==> src/rtl/smg_pkg.sv <==
// ------------------------------------------------------------------
// smg_pkg: shared types and constants for the ADC-to-display path.
// Rev 1.0
// ------------------------------------------------------------------
`default_nettype none

package smg_pkg;

  typedef enum logic [1:0] {
    IDLE = 2'd0,
    CONV = 2'd1,
    LOAD = 2'd2,
    HOLD = 2'd3
  } smg_state_e;

  localparam int          SMG_DIGITS      = 4;
  localparam int          SMG_BCD_W       = 16;
  localparam int unsigned SMG_OVER_THRESH = 4000;

  // Double-dabble correction applied to a nibble before each shift.
  function automatic logic [3:0] smg_add3(input logic [3:0] d);
    return (d >= 4'd5) ? (d + 4'd3) : d;
  endfunction

endpackage

`default_nettype wire

==> src/rtl/smg_bin2bcd.sv <==
// ------------------------------------------------------------------
// smg_bin2bcd: sequential shift/add-3 binary to BCD converter.
// Rev 1.0
// ------------------------------------------------------------------
`default_nettype none

module smg_bin2bcd
  import smg_pkg::*;
#(
  parameter int DATA_W = 12
) (
  input  logic                 clk,
  input  logic                 rst,
  input  logic                 start,
  input  logic [DATA_W-1:0]    bin_in,
  output logic                 done,
  output logic [SMG_BCD_W-1:0] bcd_out
);

  localparam int c_CNT_W = $clog2(DATA_W + 1);

  logic [DATA_W-1:0]    r_shift;
  logic [SMG_BCD_W-1:0] r_acc;
  logic [SMG_BCD_W-1:0] w_adj;
  logic [c_CNT_W-1:0]   r_cnt;
  logic                 r_busy;

  for (genvar gi = 0; gi < SMG_DIGITS; gi++) begin : g_digit
    assign w_adj[gi*4 +: 4] = smg_add3(r_acc[gi*4 +: 4]);
  end

  always_ff @(posedge clk or negedge rst) begin
    if (!rst) begin
      r_shift <= '0;
      r_acc   <= '0;
      r_cnt   <= '0;
      r_busy  <= 1'b0;
    end else if (start) begin
      r_shift <= bin_in;
      r_acc   <= '0;
      r_cnt   <= c_CNT_W'(DATA_W);
      r_busy  <= 1'b1;
    end else if (r_busy) begin
      r_acc   <= (w_adj << 1) | SMG_BCD_W'(r_shift[DATA_W-1]);
      r_shift <= r_shift << 1;
      r_cnt   <= r_cnt - c_CNT_W'(1);
      if (r_cnt == c_CNT_W'(1)) begin
        r_busy <= 1'b0;
      end
    end
  end

  assign done    = r_busy && (r_cnt == c_CNT_W'(1));
  assign bcd_out = r_acc;

endmodule

`default_nettype wire

==> src/rtl/smg_adc_ctrl.sv <==
// ------------------------------------------------------------------
// smg_adc_ctrl: accepts ADC samples, converts to BCD, holds display.
// Rev 1.0
// ------------------------------------------------------------------
`default_nettype none

module smg_adc_ctrl
  import smg_pkg::*;
#(
  parameter int          DATA_W      = 12,
  parameter int unsigned HOLD_CYCLES = 5_000_000,
  parameter int unsigned OVER_THRESH = SMG_OVER_THRESH
) (
  input  logic                 clk,
  input  logic                 rst,
  input  logic                 sample_valid,
  input  logic [DATA_W-1:0]    sample_data,
  output logic                 sample_ready,
  output logic [SMG_BCD_W-1:0] bcd_digits,
  output logic                 digit_update,
  output logic                 over_led
);

  localparam int                  c_HOLD_W    = (HOLD_CYCLES > 1) ? $clog2(HOLD_CYCLES) : 1;
  localparam logic [c_HOLD_W-1:0] c_HOLD_LOAD = c_HOLD_W'(HOLD_CYCLES - 1);

  smg_state_e           r_state;
  smg_state_e           w_next;
  logic                 r_ready;
  logic                 r_over_pend;
  logic                 r_update;
  logic                 r_over;
  logic [SMG_BCD_W-1:0] r_digits;
  logic [c_HOLD_W-1:0]  r_hold;
  logic                 w_accept;
  logic                 w_done;
  logic [SMG_BCD_W-1:0] w_bcd;

  assign w_accept = sample_valid && r_ready;

  smg_bin2bcd #(
    .DATA_W (DATA_W)
  ) u_bin2bcd (
    .clk     (clk),
    .rst     (rst),
    .start   (w_accept),
    .bin_in  (sample_data),
    .done    (w_done),
    .bcd_out (w_bcd)
  );

  always_ff @(posedge clk or negedge rst) begin
    if (!rst) begin
      r_state <= IDLE;
    end else begin
      r_state <= w_next;
    end
  end

  always_comb begin
    w_next = r_state;
    case (r_state)
      IDLE:    if (w_accept) w_next = CONV;
      CONV:    if (w_done) w_next = LOAD;
      LOAD:    w_next = (HOLD_CYCLES == 0) ? IDLE : HOLD;
      HOLD:    if (r_hold == '0) w_next = IDLE;
      default: w_next = IDLE;
    endcase
  end

  // Ready is registered from the next state so it falls on the accepting edge.
  always_ff @(posedge clk or negedge rst) begin
    if (!rst) begin
      r_ready     <= 1'b0;
      r_over_pend <= 1'b0;
      r_update    <= 1'b0;
      r_over      <= 1'b0;
      r_digits    <= '0;
      r_hold      <= '0;
    end else begin
      r_ready  <= (w_next == IDLE);
      r_update <= (r_state == LOAD);
      if (w_accept) begin
        r_over_pend <= (32'(sample_data) >= OVER_THRESH);
      end
      if (r_state == LOAD) begin
        r_digits <= w_bcd;
        r_over   <= r_over_pend;
        if (HOLD_CYCLES != 0) begin
          r_hold <= c_HOLD_LOAD;
        end
      end else if ((r_state == HOLD) && (r_hold != '0)) begin
        r_hold <= r_hold - c_HOLD_W'(1);
      end
    end
  end

  assign sample_ready = r_ready;
  assign bcd_digits   = r_digits;
  assign digit_update = r_update;
  assign over_led     = r_over;

endmodule

`default_nettype wire

==> config.mk <==
export PLATFORM = sky130hd
export DESIGN_NAME = smg_adc_ctrl
export DESIGN_NICKNAME = d
export VERILOG_FILES = /design/src/rtl/smg_pkg.sv /design/src/rtl/smg_bin2bcd.sv /design/src/rtl/smg_adc_ctrl.sv
export SDC_FILE = /design/constraint.sdc
export NUM_CORES = 1
export LEC_CHECK = 0
export CELL_PAD_IN_SITES_DETAIL_PLACEMENT = 1
export CELL_PAD_IN_SITES_GLOBAL_PLACEMENT = 1
export CORE_MARGIN = 8
export CORE_UTILIZATION = 44
export DETAILED_ROUTE_END_ITERATION = 8
export PLACE_DENSITY = 0.89
export SLEW_MARGIN = 20
export SYNTH_ARGS = -nofsm -noshare
export SYNTH_HDL_FRONTEND = slang
export SYNTH_SLANG_ARGS = --single-unit
export TNS_END_PERCENT = 1
==> constraint.sdc <==
create_clock -name clk -period 2.6 [get_ports clk]
set_input_delay 0.39 -clock clk [delete_from_list [all_inputs] [get_ports clk]]
set_output_delay 0.39 -clock clk [all_outputs]
set_load 0.01 [all_outputs]
==> impl_results.md <==
* Outcome: finished, final reports clean
* Share of layout cells above drive strength 1 at 10.89%
* Die Width at 112.0 µm
* Placed cell count at 545
* CTS resizes at 0
* Largest net degree at the start of global routing at 47
* Fill count at 1026
* Synth area leader: dfrtp_1
* Gr usage total at 17.08%
* Unrepaired setup endpoints after global routing: no
* Final Max Slew Viols at 0
* Ys flop type: dfrtp_1
* Worst Setup Start Kind: flop
* Ports at 34
* Kind of critical path: flop to flop
* Fin nets at 471
* Synth Net Count at 438
* Detailed placer's ending HPWL at 7.235 mm
* Max_slew headroom at 44.97%
* Vias per cell at 5.845
* Hold Path Class: input pin to async pin
* Fraction of registers with async set or reset after synthesis at 100.0%
* Core ar. at 9109 µm²
* Leakage at 1.976 nW
* Fin worst setup slack at 0.3813 ns
* Critical path's most frequent cell: o311ai_0
* Seq/Total Area, Yosys at 48.15%
* First-pass GRT wire length at 17.47 mm
* Cells along the critical path: inv_1 > ha_1 > nor4b_2 > buf_4 > nand2_1 > o21ai_2 > o311ai_0 > o311ai_0
* FF+latch count, synth at 78
* Max VDD drop at 0.2945 mV
* CTS clk-pin slew, worst paths at 0.09 ns
* Area Growth Syn to Fin at 16.36%
* Non-Filler Instances at 561
* Number of setup violations in the final report at 0
* F_max at 0.4507 GHz
* Final TNS setup at 0 ns
* Number of buffers created by CTS at 9
* Worst EP arrival at 2.42 ns
* Power per Cell Area at 757.3 nW/µm²
* Worst path required time at 2.81 ns
* Chip Height at 112.0 µm
* I/O Buffers at 33
* Vias in the first global route at 3509
* Crit share post-route at 85.34%
* GPL Wtd Cong at 0.8109
* Fin crit period at 2.219 ns
* Sink Count at 78
* Crit-path max cell delay at 0.45 ns
* Overflow after GRT at 0
* CTS tree: yes
* CP max-delay cell: dfrtp_1
* Drt pass-1 iters at 4
* Crit. End Element: flop
* Worst skew pair latency at 0.37 ns
* Syn avg cell area at 9.840 µm²
* Post-synth EDFFs at 0
* Drt wl/cell at 18.26 µm
* Routed via count at 3279
* Die ar. at 12540 µm²
* Drc violations at 0
* Cell count after synthesis at 412
* Top cell type's share of synthesized area at 48.15%
* Clock root cell: clkbuf_8
* Cell variety after synth at 59
* Number of inserted diodes at 0
* Initial antenna violation count at 0
* Final hold violation count at 0
* Starting Density at 44.51%
* Pre-CTS setup slack at 0.4309 ns
* Initial DRC Count at 149
* Worst slew pin tran at 0.8255 ns
* Mapped Area at 4054 µm²
* Post-CTS Hold Buffers at 0
* Detail Route Antenna Nets at 0
* YS warnings at 0
* Final WL at 10.25 mm
* Post CTS Setup Buffer Count at 0
* CTS Buffer Depth at 2
* Crit path max fanout at 8
* Max_cap viols at 0
* Clock skew at 0.01586 ns
* Fin util at 51.79%
* H-tree depth at 3
* Top post-synthesis cells by area: dfrtp_1 48%, mux2i_1 6.4%, nand2_1 5.6%
* FP Rows at 35
-- power by group --
part / switching [mW] / leakage [nW] / internal [mW]
Sequential: 0.187 / 0.973 / 1.42
Clock: 0.472 / 0.113 / 0.569
Combinational: 0.441 / 0.889 / 0.478
Total: 1.10 / 1.98 / 2.47
-- critical path, delay by kind of cell, from the launching register on --
kind | cells | cell delay [ns]
compound gates | 3 | 0.74
fa+ha+maj | 1 | 0.24
buf+inv | 2 | 0.24
flops | 1 | 0.45
simple gates | 2 | 0.39
-- path summary, 6_finish.rpt --
check	end	startpoint	slack, ns	cells after the start
min reg2reg	r_over_pend	r_over_pend	0.48	2
max in group asynchronous	r_hold[2]	rst	1.97	2
max reg2reg	r_hold[7]	r_hold[0]	0.38	8
max	r_hold[7]	r_hold[0]	0.38	8
min	bcd_digits[0]	rst	0.02	1
min in group clk	r_over_pend	r_over_pend	0.48	2
-- flip-flops by register name (all words and copies together), names as in the netlist --
| register | flops |
|---|---|
| digit_update | 1 |
| sample_ready | 1 |
| u_bin2bcd.bcd_out | 16 |
| u_bin2bcd.r_cnt | 4 |
| bcd_digits | 16 |
| u_bin2bcd.r_busy | 1 |
| r_state | 2 |
| u_bin2bcd.r_shift | 12 |
| over_led | 1 |
| r_hold | 23 |
| r_over_pend | 1 |
-- cell usage after synthesis (3+ instances only) --
cell and n:
a21o_1 3, nor2b_1 3, inv_1 15, clkbuf_1 15, nor2_1 19, nor3_1 5, or3_1 3, nand4_1 7
nand2b_1 6, a22oi_1 3, nand2_1 60, xnor2_1 9, ha_1 11, a21oi_1 20, clkbuf_8 3, and2_1 3
o311ai_0 4, mux2i_1 26, o211ai_1 8, nor4_1 5, or4_1 4, mux2_2 9, nand3_1 17, o21ai_0 37
dfrtp_1 78, o31ai_1 3
-- layout make-up --
class	instances	area [µm²]	share of cell area, %
Timing Repair Buffer	44	422.9	8.966
Sequential cell	78	1952	41.38
Inverter	16	60.06	1.273
Multi-Input combinational cell	296	1919	40.69
Tap cell	111	138.9	2.944
Clock inverter	5	82.58	1.751
Clock buffer	11	141.4	2.997
-- stage by stage --
stage / hold WS [ns] / total power, mW / cell area, µm²
after CTS: 0.03709 / 3.601 / 4717
after detailed placement: 0.4337 / 2.576 / 4493
after floorplan: 0.09441 / 2.120 / 4054
after global routing: 0.06645 / 3.768 / 4717
final: 0.01504 / 3.572 / 4717
after global placement: 0.4251 / 2.478 / 4493
-- layout by cell type, fill, tap and decap left out, types with 2 or more instances in the layout --
cell type        Yosys  layout
xnor2_1              9       9
a22oi_1              3       3
or3_1                3       3
a21oi_1             20      20
nor3_1               5       5
inv_1               15      15
o31ai_1              3       3
nor3_2               2       2
a21o_1               3       3
clkinv_4             0       2
nand2_1             60      60
nand3_1             17      17
nand4_1              7       7
bufinv_16            0       2
and2_1               3       3
mux2_2               9       9
clkdlybuf4s50_1      0      32
dfrtp_1             78      78
a221o_1              2       2
nor4_1               5       5
or4_1                4       4
mux2i_1             26      26
nor2_1              19      19
nor2b_1              3       3
nand3b_1             2       2
nand2b_1             6       6
clkbuf_8             3      10
o21ai_0             37      37
o311ai_0             4       4
o211ai_1             8       8
buf_4                1      11
ha_1                11      11
-- routing by layer --
layer,wire (µm),part of all wire [%],global-route usage (%),vias up
li1,-,-,-,1533
met1,4321,42,19.94,1661
met2,5260,51,29.77,67
met3,488,4.8,3.950,18
met4,175,1.7,6.655,0
met5,0,0,0,-
-- cells by family (layout without fill, tap and decap cells) --
| logic type | Yosys count | after routing | synth area share (%) |
|---|---|---|---|
| AND/OR/NAND/NOR | 150 | 150 | 19.01 |
| multiplexers | 35 | 35 | 8.920 |
| adder cells (fa/ha/maj) | 11 | 11 | 3.395 |
| flip-flops | 78 | 78 | 48.15 |
| buffers and inverters | 38 | 76 | 4.506 |
| XOR/XNOR | 9 | 9 | 1.945 |
| AO/OA/AOI/OAI | 91 | 91 | 14.07 |
(Power assumes the default switching activity.)
